File: src/rtl/nibble_add_sched_if.sv
// Requester, result and status signals of the nibble-serial adder.
// The slave modport is the adder side; the master modport is the requesters/consumer side.
interface nibble_add_sched_if #(
    parameter int unsigned W = 16
);
    logic         req0_valid;
    logic         req0_ready;
    logic [W-1:0] req0_a;
    logic [W-1:0] req0_b;
    logic         req1_valid;
    logic         req1_ready;
    logic [W-1:0] req1_a;
    logic [W-1:0] req1_b;
    logic         res_valid;
    logic         res_ready;
    logic [W-1:0] res_sum;
    logic         res_cout;
    logic         res_id;
    logic         busy;

    modport slave (
        input  req0_valid, req0_a, req0_b,
        input  req1_valid, req1_a, req1_b,
        input  res_ready,
        output req0_ready, req1_ready,
        output res_valid, res_sum, res_cout, res_id, busy
    );

    modport master (
        output req0_valid, req0_a, req0_b,
        output req1_valid, req1_a, req1_b,
        output res_ready,
        input  req0_ready, req1_ready,
        input  res_valid, res_sum, res_cout, res_id, busy
    );
endinterface

File: src/rtl/nibble_add_sched.sv
// Two-requester round-robin adder that reuses a single 4-bit slice, one nibble per cycle.
// The result is held in DONE until the consumer accepts it.
module nibble_add_sched #(
    parameter int unsigned NIBBLES = 4
) (
    input  logic              clk,
    input  logic              rst,
    nibble_add_sched_if.slave bus
);
    localparam int unsigned   W        = 4 * NIBBLES;
    localparam int unsigned   IW       = (NIBBLES > 1) ? $clog2(NIBBLES) : 1;
    localparam logic [IW-1:0] LAST_IDX = IW'(NIBBLES - 1);

    typedef enum logic [1:0] {IDLE, ADD, DONE} state_t;

    state_t        r_state;
    state_t        w_state_nxt;
    logic          r_ptr;
    logic [W-1:0]  r_a;
    logic [W-1:0]  r_b;
    logic [W-1:0]  r_acc;
    logic          r_carry;
    logic          r_id;
    logic [IW-1:0] r_idx;
    logic [W-1:0]  r_res_sum;
    logic          r_res_cout;
    logic          r_res_id;

    logic          w_win;
    logic          w_accept;
    logic          w_last;
    logic [4:0]    w_slice;
    logic [W-1:0]  w_acc_nxt;

    // r_ptr names the requester that wins a tie; 0 after reset
    always_comb begin
        w_win = 1'b0;
        if (bus.req0_valid && bus.req1_valid) begin
            w_win = r_ptr;
        end else if (bus.req1_valid) begin
            w_win = 1'b1;
        end
    end

    assign w_accept = (r_state == IDLE) && !rst && (bus.req0_valid || bus.req1_valid);
    assign w_last   = (r_idx == LAST_IDX);

    // Operands shift down each ADD cycle so the slice always sees bits [3:0];
    // the sum shifts in from the top and is complete after the last slice.
    assign w_slice   = {1'b0, r_a[3:0]} + {1'b0, r_b[3:0]} + {4'b0000, r_carry};
    assign w_acc_nxt = (r_acc >> 4) | (W'(w_slice[3:0]) << (W - 4));

    always_ff @(posedge clk) begin
        if (rst) begin
            r_state <= IDLE;
        end else begin
            r_state <= w_state_nxt;
        end
    end

    always_comb begin
        w_state_nxt = r_state;
        case (r_state)
            IDLE:    if (w_accept) w_state_nxt = ADD;
            ADD:     if (w_last) w_state_nxt = DONE;
            DONE:    if (bus.res_ready) w_state_nxt = IDLE;
            default: w_state_nxt = IDLE;
        endcase
    end

    always_comb begin
        bus.req0_ready = 1'b0;
        bus.req1_ready = 1'b0;
        bus.res_valid  = (r_state == DONE);
        bus.busy       = (r_state != IDLE);
        if (r_state == IDLE && !rst) begin
            bus.req0_ready = bus.req0_valid && !w_win;
            bus.req1_ready = bus.req1_valid && w_win;
        end
    end

    always_ff @(posedge clk) begin
        if (rst) begin
            r_ptr      <= 1'b0;
            r_a        <= '0;
            r_b        <= '0;
            r_acc      <= '0;
            r_carry    <= 1'b0;
            r_id       <= 1'b0;
            r_idx      <= '0;
            r_res_sum  <= '0;
            r_res_cout <= 1'b0;
            r_res_id   <= 1'b0;
        end else begin
            case (r_state)
                IDLE: begin
                    if (w_accept) begin
                        r_a     <= w_win ? bus.req1_a : bus.req0_a;
                        r_b     <= w_win ? bus.req1_b : bus.req0_b;
                        r_id    <= w_win;
                        r_ptr   <= ~w_win;
                        r_acc   <= '0;
                        r_carry <= 1'b0;
                        r_idx   <= '0;
                    end
                end
                ADD: begin
                    r_a     <= r_a >> 4;
                    r_b     <= r_b >> 4;
                    r_acc   <= w_acc_nxt;
                    r_carry <= w_slice[4];
                    r_idx   <= r_idx + IW'(1);
                    if (w_last) begin
                        r_res_sum  <= w_acc_nxt;
                        r_res_cout <= w_slice[4];
                        r_res_id   <= r_id;
                    end
                end
                default: ;
            endcase
        end
    end

    assign bus.res_sum  = r_res_sum;
    assign bus.res_cout = r_res_cout;
    assign bus.res_id   = r_res_id;
endmodule

File: src/flat_wrapper.sv
// flat-port wrapper written by rule: the top's interface ports become plain ports
module nibble_add_sched_flat 
#(
    parameter int unsigned NIBBLES = 4
)
  (clk, rst, bus_req0_valid, bus_req0_a, bus_req0_b, bus_req1_valid, bus_req1_a, bus_req1_b, bus_res_ready, bus_req0_ready, bus_req1_ready, bus_res_valid, bus_res_sum, bus_res_cout, bus_res_id, bus_busy);
  nibble_add_sched_if #(.W((16))) bus_i ();
  input  logic clk;
  input  logic rst;
  input wire logic [$bits(bus_i.req0_valid)-1:0] bus_req0_valid;
  input wire logic [$bits(bus_i.req0_a)-1:0] bus_req0_a;
  input wire logic [$bits(bus_i.req0_b)-1:0] bus_req0_b;
  input wire logic [$bits(bus_i.req1_valid)-1:0] bus_req1_valid;
  input wire logic [$bits(bus_i.req1_a)-1:0] bus_req1_a;
  input wire logic [$bits(bus_i.req1_b)-1:0] bus_req1_b;
  input wire logic [$bits(bus_i.res_ready)-1:0] bus_res_ready;
  output wire logic [$bits(bus_i.req0_ready)-1:0] bus_req0_ready;
  output wire logic [$bits(bus_i.req1_ready)-1:0] bus_req1_ready;
  output wire logic [$bits(bus_i.res_valid)-1:0] bus_res_valid;
  output wire logic [$bits(bus_i.res_sum)-1:0] bus_res_sum;
  output wire logic [$bits(bus_i.res_cout)-1:0] bus_res_cout;
  output wire logic [$bits(bus_i.res_id)-1:0] bus_res_id;
  output wire logic [$bits(bus_i.busy)-1:0] bus_busy;
  assign bus_i.req0_valid = bus_req0_valid;
  assign bus_i.req0_a = bus_req0_a;
  assign bus_i.req0_b = bus_req0_b;
  assign bus_i.req1_valid = bus_req1_valid;
  assign bus_i.req1_a = bus_req1_a;
  assign bus_i.req1_b = bus_req1_b;
  assign bus_i.res_ready = bus_res_ready;
  assign bus_req0_ready = bus_i.req0_ready;
  assign bus_req1_ready = bus_i.req1_ready;
  assign bus_res_valid = bus_i.res_valid;
  assign bus_res_sum = bus_i.res_sum;
  assign bus_res_cout = bus_i.res_cout;
  assign bus_res_id = bus_i.res_id;
  assign bus_busy = bus_i.busy;
  nibble_add_sched #(.NIBBLES(NIBBLES)) u_core (.clk(clk), .rst(rst), .bus(bus_i));
endmodule
File: config.mk
export PLATFORM = sky130hd
export DESIGN_NAME = nibble_add_sched_flat
export DESIGN_NICKNAME = d
export VERILOG_FILES = /design/src/rtl/nibble_add_sched_if.sv /design/src/rtl/nibble_add_sched.sv /design/src/flat_wrapper.sv
export SDC_FILE = /design/constraint.sdc
export NUM_CORES = 1
export LEC_CHECK = 0
export ABC_AREA = 1
export BUFFER_PORTS_ARGS = -buffer_cell sky130_fd_sc_hd__buf_2
export CORE_UTILIZATION = 55
export DETAILED_ROUTE_END_ITERATION = 6
export GPL_TIMING_DRIVEN = 0
export PLACE_DENSITY_LB_ADDON = 0.08
export REMOVE_ABC_BUFFERS = 1
export SYNTH_ARGS = -nofsm -noshare
export SYNTH_HDL_FRONTEND = slang
export SYNTH_SLANG_ARGS = --single-unit
File: constraint.sdc
create_clock -name clk -period 3.89 [get_ports clk]
set_input_delay 0.1945 -clock clk [delete_from_list [all_inputs] [get_ports clk]]
set_output_delay 0.1945 -clock clk [all_outputs]
set_load 0.02 [all_outputs]
### After elaboration in Yosys (flattened, before gate mapping)

Index checks and enable logic that the tools add are counted.

* register bits: 73
* bits of input ports: 69
* output and inout port bits: 22
* word-level logic and storage cells: 57

* add/sub/neg operators: 3
* equal/unequal tests: 6
* muxes and demuxes: 20
* bitwise logic cells: 2
* reduce and logical (&&, ||, !) cells: 15

Operator list (count)
* $pmux 16 s2: 3
* $mux 16: 5
* $or 12x16->16: 1
* $mux 2: 4
* $pmux 2 s3: 1
* $reduce_and 2->1: 3
* $add 4x4->5: 1
* $add 5x1->5: 1
* $logic_and 1x1->1: 5
* $mux 1: 5
* $eq 2x2->1 const B: 2
* $ne 2x1->1 const B: 2
* $pmux 2 s2: 1
* $reduce_bool 2->1: 2
* $reduce_and 3->1: 1
* $add 2x1->2 const B: 1
* $eq 2x1->1 const B: 1
* $logic_not 1->1: 2
* $logic_not 2->1: 1
* $ne 2x2->1 const B: 1
* $pmux 1 s2: 1
* $logic_or 1x1->1: 1
* $not 1->1: 1

### Depth between registers and ports, before layout

Gate-level depths: netlist (run 1).

* word-level depth: 5
* depth in mapped cells: 10
* depth with buffers taken out: 8

### Least setup slack after synthesis (run 1)

OpenSTA, ideal clock, no wires.

* path type: flip-flop to flip-flop
* from: register u_core.r_carry
* to: register u_core.r_acc[14]
* setup time: 70 ps
* data arrival time: 1760 ps
* required time: 3820 ps
* path slack: 2060 ps
* stages on the path, launching flop included: 6
* buffers on the path: 0
* period minus slack after synthesis: 1830 ps
* path through: dfxtp_1 -> fa_1 -> fa_1 -> xnor2_1 -> or2_2 -> a21oi_2

* longest elaborated chain between the ends: 3

RTL lines
* start, declared: RTL line nibble_add_sched.sv:22 `logic r_carry;`
* start signal, assigned: RTL line nibble_add_sched.sv:111 `r_carry <= w_slice[4];`
* $add 5x1->5: RTL line nibble_add_sched.sv:50 `assign w_slice = {1'b0, r_a[3:0]} + {1'b0, r_b[3:0]} + {4'b0000, r_carry};`
* $or 12x16->16: RTL line nibble_add_sched.sv:51 `assign w_acc_nxt = (r_acc >> 4) | (W'(w_slice[3:0]) << (W - 4));`
* $pmux 16 s2: RTL line nibble_add_sched.sv:95 `case (r_state)`
* end signal, assigned: RTL line nibble_add_sched.sv:110 `r_acc <= w_acc_nxt;`
* end, declared: RTL line nibble_add_sched.sv:21 `logic [W-1:0] r_acc;`

Every way passes these cells.
A chain may end at the register's enable or synchronous reset.

### Worst setup path in the final report (run 1)

* from: register u_core.r_ptr
* to: output bus_req0_ready

* longest elaborated chain between the ends: 4

RTL lines
* start, declared: RTL line nibble_add_sched.sv:18 `logic r_ptr;`
* start signal, assigned: RTL line nibble_add_sched.sv:101 `r_ptr <= ~w_win;`
* $mux 1: RTL line nibble_add_sched.sv:38 `if (bus.req0_valid && bus.req1_valid) begin`
* $logic_not 1->1: RTL line nibble_add_sched.sv:77 `bus.req0_ready = bus.req0_valid && !w_win;`
* $logic_and 1x1->1: RTL line nibble_add_sched.sv:77
* $mux 1: RTL line nibble_add_sched.sv:76 `if (r_state == IDLE && !rst) begin`
* end, declared: RTL line flat_wrapper.sv:17 `output wire logic [$bits(bus_i.req0_ready)-1:0] bus_req0_ready;`

Every way passes these cells.

==> flow_metrics.env, run 1 <==
export IMPL_grt_use_total_pct=22.60
export IMPL_worstPathArrival_ns=2.39
export IMPL_hold_violations=0
export IMPL_clk_latency_ns=0.33
export IMPL_finalSetupViolations=0
export IMPL_min_period_ns=2.580
export IMPL_ff2ff_path_depth=7
export IMPL_portBuffers=90
export IMPL_design_area_um2=4210
export IMPL_placed_area_um2=4064
export IMPL_crit_fanout=34
export IMPL_powerDensity_nw_per_um2=355.4
export IMPL_cts_tree="done"
export IMPL_clk_pin_slew_ns=0.07
export IMPL_clock_path_buffers=2
export IMPL_r2r_end="u_core.r_b[14]$_SDFFE_PP0P_"
export IMPL_fmax_mhz=387.6
export IMPL_grt_pass1_vias=3102
export IMPL_dr_pass1_iters=6
export IMPL_grt_pass1_wl_um=13130
export IMPL_rsz0062_at_grt="false"
export IMPL_synthCells=543
export IMPL_cts_hold_buf=0
export IMPL_dp_hpwl_um=5031
export IMPL_cts_resized=0
export IMPL_final_cell_mix="147 x nand2_1, 90 x buf_2, 69 x dfxtp_1"
export IMPL_die_area_um2=7115
export IMPL_antenna_found_initial=0
export IMPL_wl_um=7657
export IMPL_r2r_start="u_core.r_ptr$_SDFFE_PP0P_"
export IMPL_design_core_area_um2=6459
export IMPL_drv_slew=0
export IMPL_worst_pin_slew_ns=1.243
export IMPL_synth_seq_area_share_pct=37.03
export IMPL_antenna_left=0
export IMPL_ir_worst_vdd_mv=0.1551
export IMPL_hold_path_class="input pin to flop"
export IMPL_drive_gt1_share_pct=25.97
export IMPL_cp_start_kind="flop"
export IMPL_synth_area_per_cell_um2=6.869
export IMPL_row_count=29
export IMPL_netlist_area_um2=3730
export IMPL_synth_seq_cells=69
export IMPL_whs_endpoint="u_core.r_state[1]$_SDFFE_PP0P_"
export IMPL_clock_sink_count=69
export IMPL_area_growth_syn_to_layout_pct=12.88
export IMPL_pre_cts_slack_ns=1.196
export IMPL_finalSetupTns_ns=0
export IMPL_cts_root_buf="clkbuf_8"
export IMPL_grt_overflow_total=0
export IMPL_crit_type="flop to output pin"
export IMPL_htree_levels=3
export IMPL_hp_start="bus_res_ready"
export IMPL_die_h_um=84.35
export IMPL_drtIter0Drc=126
export IMPL_crit_required_ns=3.70
export IMPL_fin_ws_ns=1.310
export IMPL_skew_ns=0.007145
export IMPL_run_status="complete, but fails checks"
export IMPL_wire_per_inst_um=11.05
export IMPL_whs_path_depth=4
export IMPL_worst_setup_path_end_kind="output pin"
export IMPL_grt_max_degree=55
export IMPL_ios=91
export IMPL_gp_congestion=0.7598
export IMPL_max_slew_margin_pct=17.16
export IMPL_vias=3422
export IMPL_ff2ff_setup_slack_ns=1.74
export IMPL_die_width_um=84.35
export IMPL_power_leakage_nw=2.189
export IMPL_antenna_cells=0
export IMPL_viasPerCell=4.938
export IMPL_ys_warn_count=0
export IMPL_finalNetCount=688
export IMPL_postCtsSetupBuffers=0
export IMPL_ys_types=29
export IMPL_fin_crit_sh_pct=66.32
export IMPL_initial_utilization_pct=57.75
export IMPL_layout_commonest_cell="nand2_1"
export IMPL_violations="DRC"
export IMPL_max_cap_viol_count=0
export IMPL_cts_made_buffers=9
export IMPL_drc_errors=6
-- metrics by stage --
step / utilization [%] / cells / total power, mW / hold slack [ns]
floorplan: - / 512 / 0.9515 / 0.2569
global placement: 62.92 / 679 / 1.039 / 0.4449
detailed placement: 62.92 / 679 / 1.048 / 0.4504
CTS: 65.19 / 693 / 1.507 / 0.1114
global route: 65.19 / 693 / 1.575 / 0.1462
finish: 65.19 / 693 / 1.497 / 0.1276
-- flip-flops by register name (all words and copies together), names as in the netlist --
name                 cells
u_core.bus.res_sum      16
u_core.r_a              16
u_core.r_b              16
u_core.r_acc            12
u_core.r_idx             2
u_core.r_state           2
u_core.bus.res_cout      1
u_core.bus.res_id        1
u_core.r_carry           1
u_core.r_id              1
u_core.r_ptr             1
-- layer usage --
layer  vias to the layer above  part of all wire (%)  track usage (%)
met5                         -                     0                0
met4                         0                   1.1            7.396
met3                        11                   4.0            3.933
met2                        73                    49            42.40
met1                      1525                    46            26.00
li1                       1813                     -                -
-- synthesized netlist by cell type --
cell | n | area, um^2
clkbuf_1 | 10 | 37.54
nand2_1 | 147 | 551.8
ha_1 | 4 | 50.05
o21a_1 | 1 | 7.510
dfxtp_1 | 69 | 1381
xnor2_1 | 1 | 8.760
a21oi_1 | 17 | 85.08
a31o_2 | 1 | 8.760
inv_4 | 2 | 12.51
buf_4 | 5 | 37.54
a211oi_1 | 1 | 7.510
buf_2 | 8 | 40.04
nand3b_1 | 17 | 127.6
clkinv_1 | 1 | 3.750
nand3_1 | 56 | 280.3
o21bai_1 | 1 | 7.510
nor2_1 | 67 | 251.5
nand3_4 | 1 | 17.52
nor2_4 | 3 | 33.78
buf_8 | 2 | 30.03
inv_2 | 4 | 15.01
inv_1 | 62 | 232.7
o21ai_0 | 8 | 40.04
nand2_4 | 2 | 22.52
or2_2 | 1 | 6.260
a21oi_2 | 20 | 175.2
buf_6 | 6 | 67.56
fa_1 | 2 | 40.04
nand2_2 | 24 | 150.1
-- worst max-delay path, stage by stage, from the launching register on --
cell      delay [ns]
dfxtp_1         0.30
inv_1           0.08
nand2_2         0.28
nand2_2         0.58
clkinv_1        0.42
nor2_1          0.18
buf_2           0.19
-- cell families after synthesis --
| kind of cell | Yosys count | share of synthesized area [%] |
|---|---|---|
| flip-flops | 69 | 37.03 |
| buffers and inverters | 100 | 12.78 |
| AO/OA/AOI/OAI | 49 | 8.890 |
| XOR/XNOR | 1 | 0.2349 |
| AND/OR/NAND/NOR | 318 | 38.64 |
| adder cells (fa/ha/maj) | 6 | 2.415 |
-- how the worst max path moves through the flow --
stage,endpoint,start,cells after the start
after global placement,u_core.r_acc[15]$_SDFFE_PP0P_,rst,7
after global routing,bus_req0_ready,u_core.r_ptr$_SDFFE_PP0P_,6
after detailed placement,u_core.r_acc[15]$_SDFFE_PP0P_,rst,7
final,bus_req0_ready,u_core.r_ptr$_SDFFE_PP0P_,6
after CTS,bus_req0_ready,u_core.r_ptr$_SDFFE_PP0P_,6
after floorplan,u_core.r_acc[14]$_SDFFE_PP0P_,u_core.r_carry$_SDFFE_PP0P_,5
-- power breakdown --
group | total, mW | internal, mW | switching (mW)
Sequential | 0.762 | 0.740 | 0.0218
Clock | 0.467 | 0.221 | 0.245
Combinational | 0.268 | 0.0991 | 0.169
Total | 1.50 | 1.06 | 0.436
-- final cells by class --
class | count | area (um^2)
clock inverter | 3 | 15.01
sequential | 69 | 1381
multi-input combinational | 374 | 1872
timing repair buffer | 90 | 450.4
fill | 608 | 2248
tap | 77 | 96.34
clock buffer | 11 | 131.4
inverter | 69 | 264.0
Power figures use the tool's default switching activity.
==> inputs of run 2 (changes only) <==
- CORE_UTILIZATION: 55 -> 54
- clock period: 3.89 -> 2.7 ns (I/O delays scaled with it)
==> flow_metrics.env, run 2 (synthesized netlist as in run 1, its figures left out) <==
export IMPL_wl_um=7938
export IMPL_cts_tree="done"
export IMPL_clk_latency_ns=0.35
export IMPL_path_cells="inv_1, nand2_2, nand2_4, clkinv_1, nor2_1, buf_2"
export IMPL_initial_utilization_pct=57.43
export IMPL_final_core_util_pct=65.56
export IMPL_antenna_found_initial=0
export IMPL_fmax_mhz=421.3
export IMPL_postCtsSetupBuffers=0
export IMPL_drive_gt1_share_pct=26.42
export IMPL_die_area_um2=7244
export IMPL_cp_start_kind="flop"
export IMPL_max_cap_viol_count=0
export IMPL_min_period_ns=2.373
export IMPL_row_count=29
export IMPL_cp_slowest_cell="nand2_4"
export IMPL_clock_sink_count=69
export IMPL_drv_slew=0
export IMPL_ir_worst_vdd_mv=0.2772
export IMPL_design_core_area_um2=6495
export IMPL_grt_pass1_vias=3134
export IMPL_gp_congestion=0.7087
export IMPL_fin_crit_sh_pct=87.90
export IMPL_die_h_um=85.11
export IMPL_skew_ns=0.007363
export IMPL_hold_violations=0
export IMPL_slowest_delay_ns=0.43
export IMPL_worst_pin_slew_ns=1.244
export IMPL_run_status="complete, no violations"
export IMPL_clock_path_buffers=2
export IMPL_grt_pass1_wl_um=13500
export IMPL_antenna_cells=0
export IMPL_grtUsageMet3_pct=5.642
export IMPL_crit_fanout=34
export IMPL_area_growth_syn_to_layout_pct=14.16
export IMPL_design_area_um2=4258
export IMPL_final_cell_mix="147 x nand2_1, 90 x buf_2, 69 x dfxtp_1"
export IMPL_cts_resized=1
export IMPL_vias=3437
export IMPL_wire_per_inst_um=11.44
export IMPL_antenna_left=0
export IMPL_hold_path_class="input pin to flop"
export IMPL_finalSetupTns_ns=0
export IMPL_total_power_mw=2.295
export IMPL_cts_root_buf="clkbuf_8"
export IMPL_viasPerCell=4.952
export IMPL_finalNetCount=688
export IMPL_power_leakage_nw=2.198
export IMPL_placed_area_um2=4064
export IMPL_dp_hpwl_um=5191
export IMPL_grt_overflow_total=0
export IMPL_die_width_um=85.11
export IMPL_htree_levels=3
export IMPL_layout_commonest_cell="nand2_1"
export IMPL_powerDensity_nw_per_um2=538.9
export IMPL_worst_setup_path_end_kind="output pin"
export IMPL_drc_errors=0
export IMPL_cts_made_buffers=9
export IMPL_portBuffers=90
export IMPL_max_slew_margin_pct=17.09
export IMPL_worstPathArrival_ns=2.24
export IMPL_dr_pass1_iters=4
export IMPL_drtIter0Drc=168
export IMPL_cts_hold_buf=0
export IMPL_grt_use_met2_pct=41.57
export IMPL_crit_type="flop to output pin"
export IMPL_nFillCells=616
export IMPL_grt_use_total_pct=23.34
export IMPL_grt_max_degree=55
export IMPL_ios=91
export IMPL_rsz0062_at_grt="false"
export IMPL_finalSetupViolations=0
export IMPL_met1_usage_pct=27.72
export IMPL_busiest_layer="met2"
export IMPL_clk_pin_slew_ns=0.08
export IMPL_crit_required_ns=2.57
run 2: changes by cell type in the layout (fill, tap and decap cells not counted):
cell / previous run / this run
bufinv_16: 0 / 1
clkinvlp_4: 0 / 4
clkbuf_1: 2 / 0
nand2_4: 2 / 3
clkinv_2: 3 / 1
nand2_2: 24 / 23
run 2: power breakdown:
part | switching (mW) | internal [mW] | total [mW] | leakage, nW
logic | 0.248 | 0.143 | 0.392 | 1.55
clock network | 0.388 | 0.419 | 0.806 | 0.0833
registers | 0.0305 | 1.07 | 1.10 | 0.562
run 2: final timing paths:
| path | from | to | depth (start not counted) | slack [ns] |
|---|---|---|---|---|
| min | bus_res_ready | u_core.r_state[1]$_SDFFE_PP0P_ | 4 | 0.07 |
| min reg2reg | u_core.bus.res_sum[9]$_SDFFE_PP0P_ | u_core.bus.res_sum[9]$_SDFFE_PP0P_ | 2 | 0.46 |
| max reg2reg | u_core.r_ptr$_SDFFE_PP0P_ | u_core.r_a[14]$_SDFFE_PP0P_ | 7 | 0.71 |
| max | u_core.r_ptr$_SDFFE_PP0P_ | bus_req0_ready | 6 | 0.33 |
run 2: layout make-up:
type                            count  area [um^2]  share of cell area [%]
Timing Repair Buffer               90        450.4                   10.58
Multi-Input combinational cell    374         1877                   44.08
Clock buffer                        9        123.9                   2.909
Tap cell                           77        96.34                   2.263
Sequential cell                    69         1381                   32.44
Clock inverter                      6        65.06                   1.528
Inverter                           69        264.0                   6.200
run 2: metrics by stage:
step / hold slack, ns / worst slack [ns] / instances
final: 0.07449 / 0.3266 / 694
after global routing: 0.08535 / 0.1332 / 694
after CTS: 0.05816 / 0.2515 / 694
after detailed placement: 0.4099 / 0.05263 / 679
after global placement: 0.4053 / 0.1098 / 679
after floorplan: 0.1974 / 0.8741 / 512
run 2: worst max-delay path, delay by kind of cell (launching register included):
family	cells	cell delay (ns)
flip-flops	1	0.30
buffers and inverters	3	0.66
AND/OR/NAND/NOR	3	0.92
run 2: routing by layer:
layer | vias to the layer above | wire [um]
li1 | 1809 | -
met1 | 1540 | 3693
met2 | 76 | 3819
met3 | 12 | 325
met4 | 0 | 99
met5 | - | 0
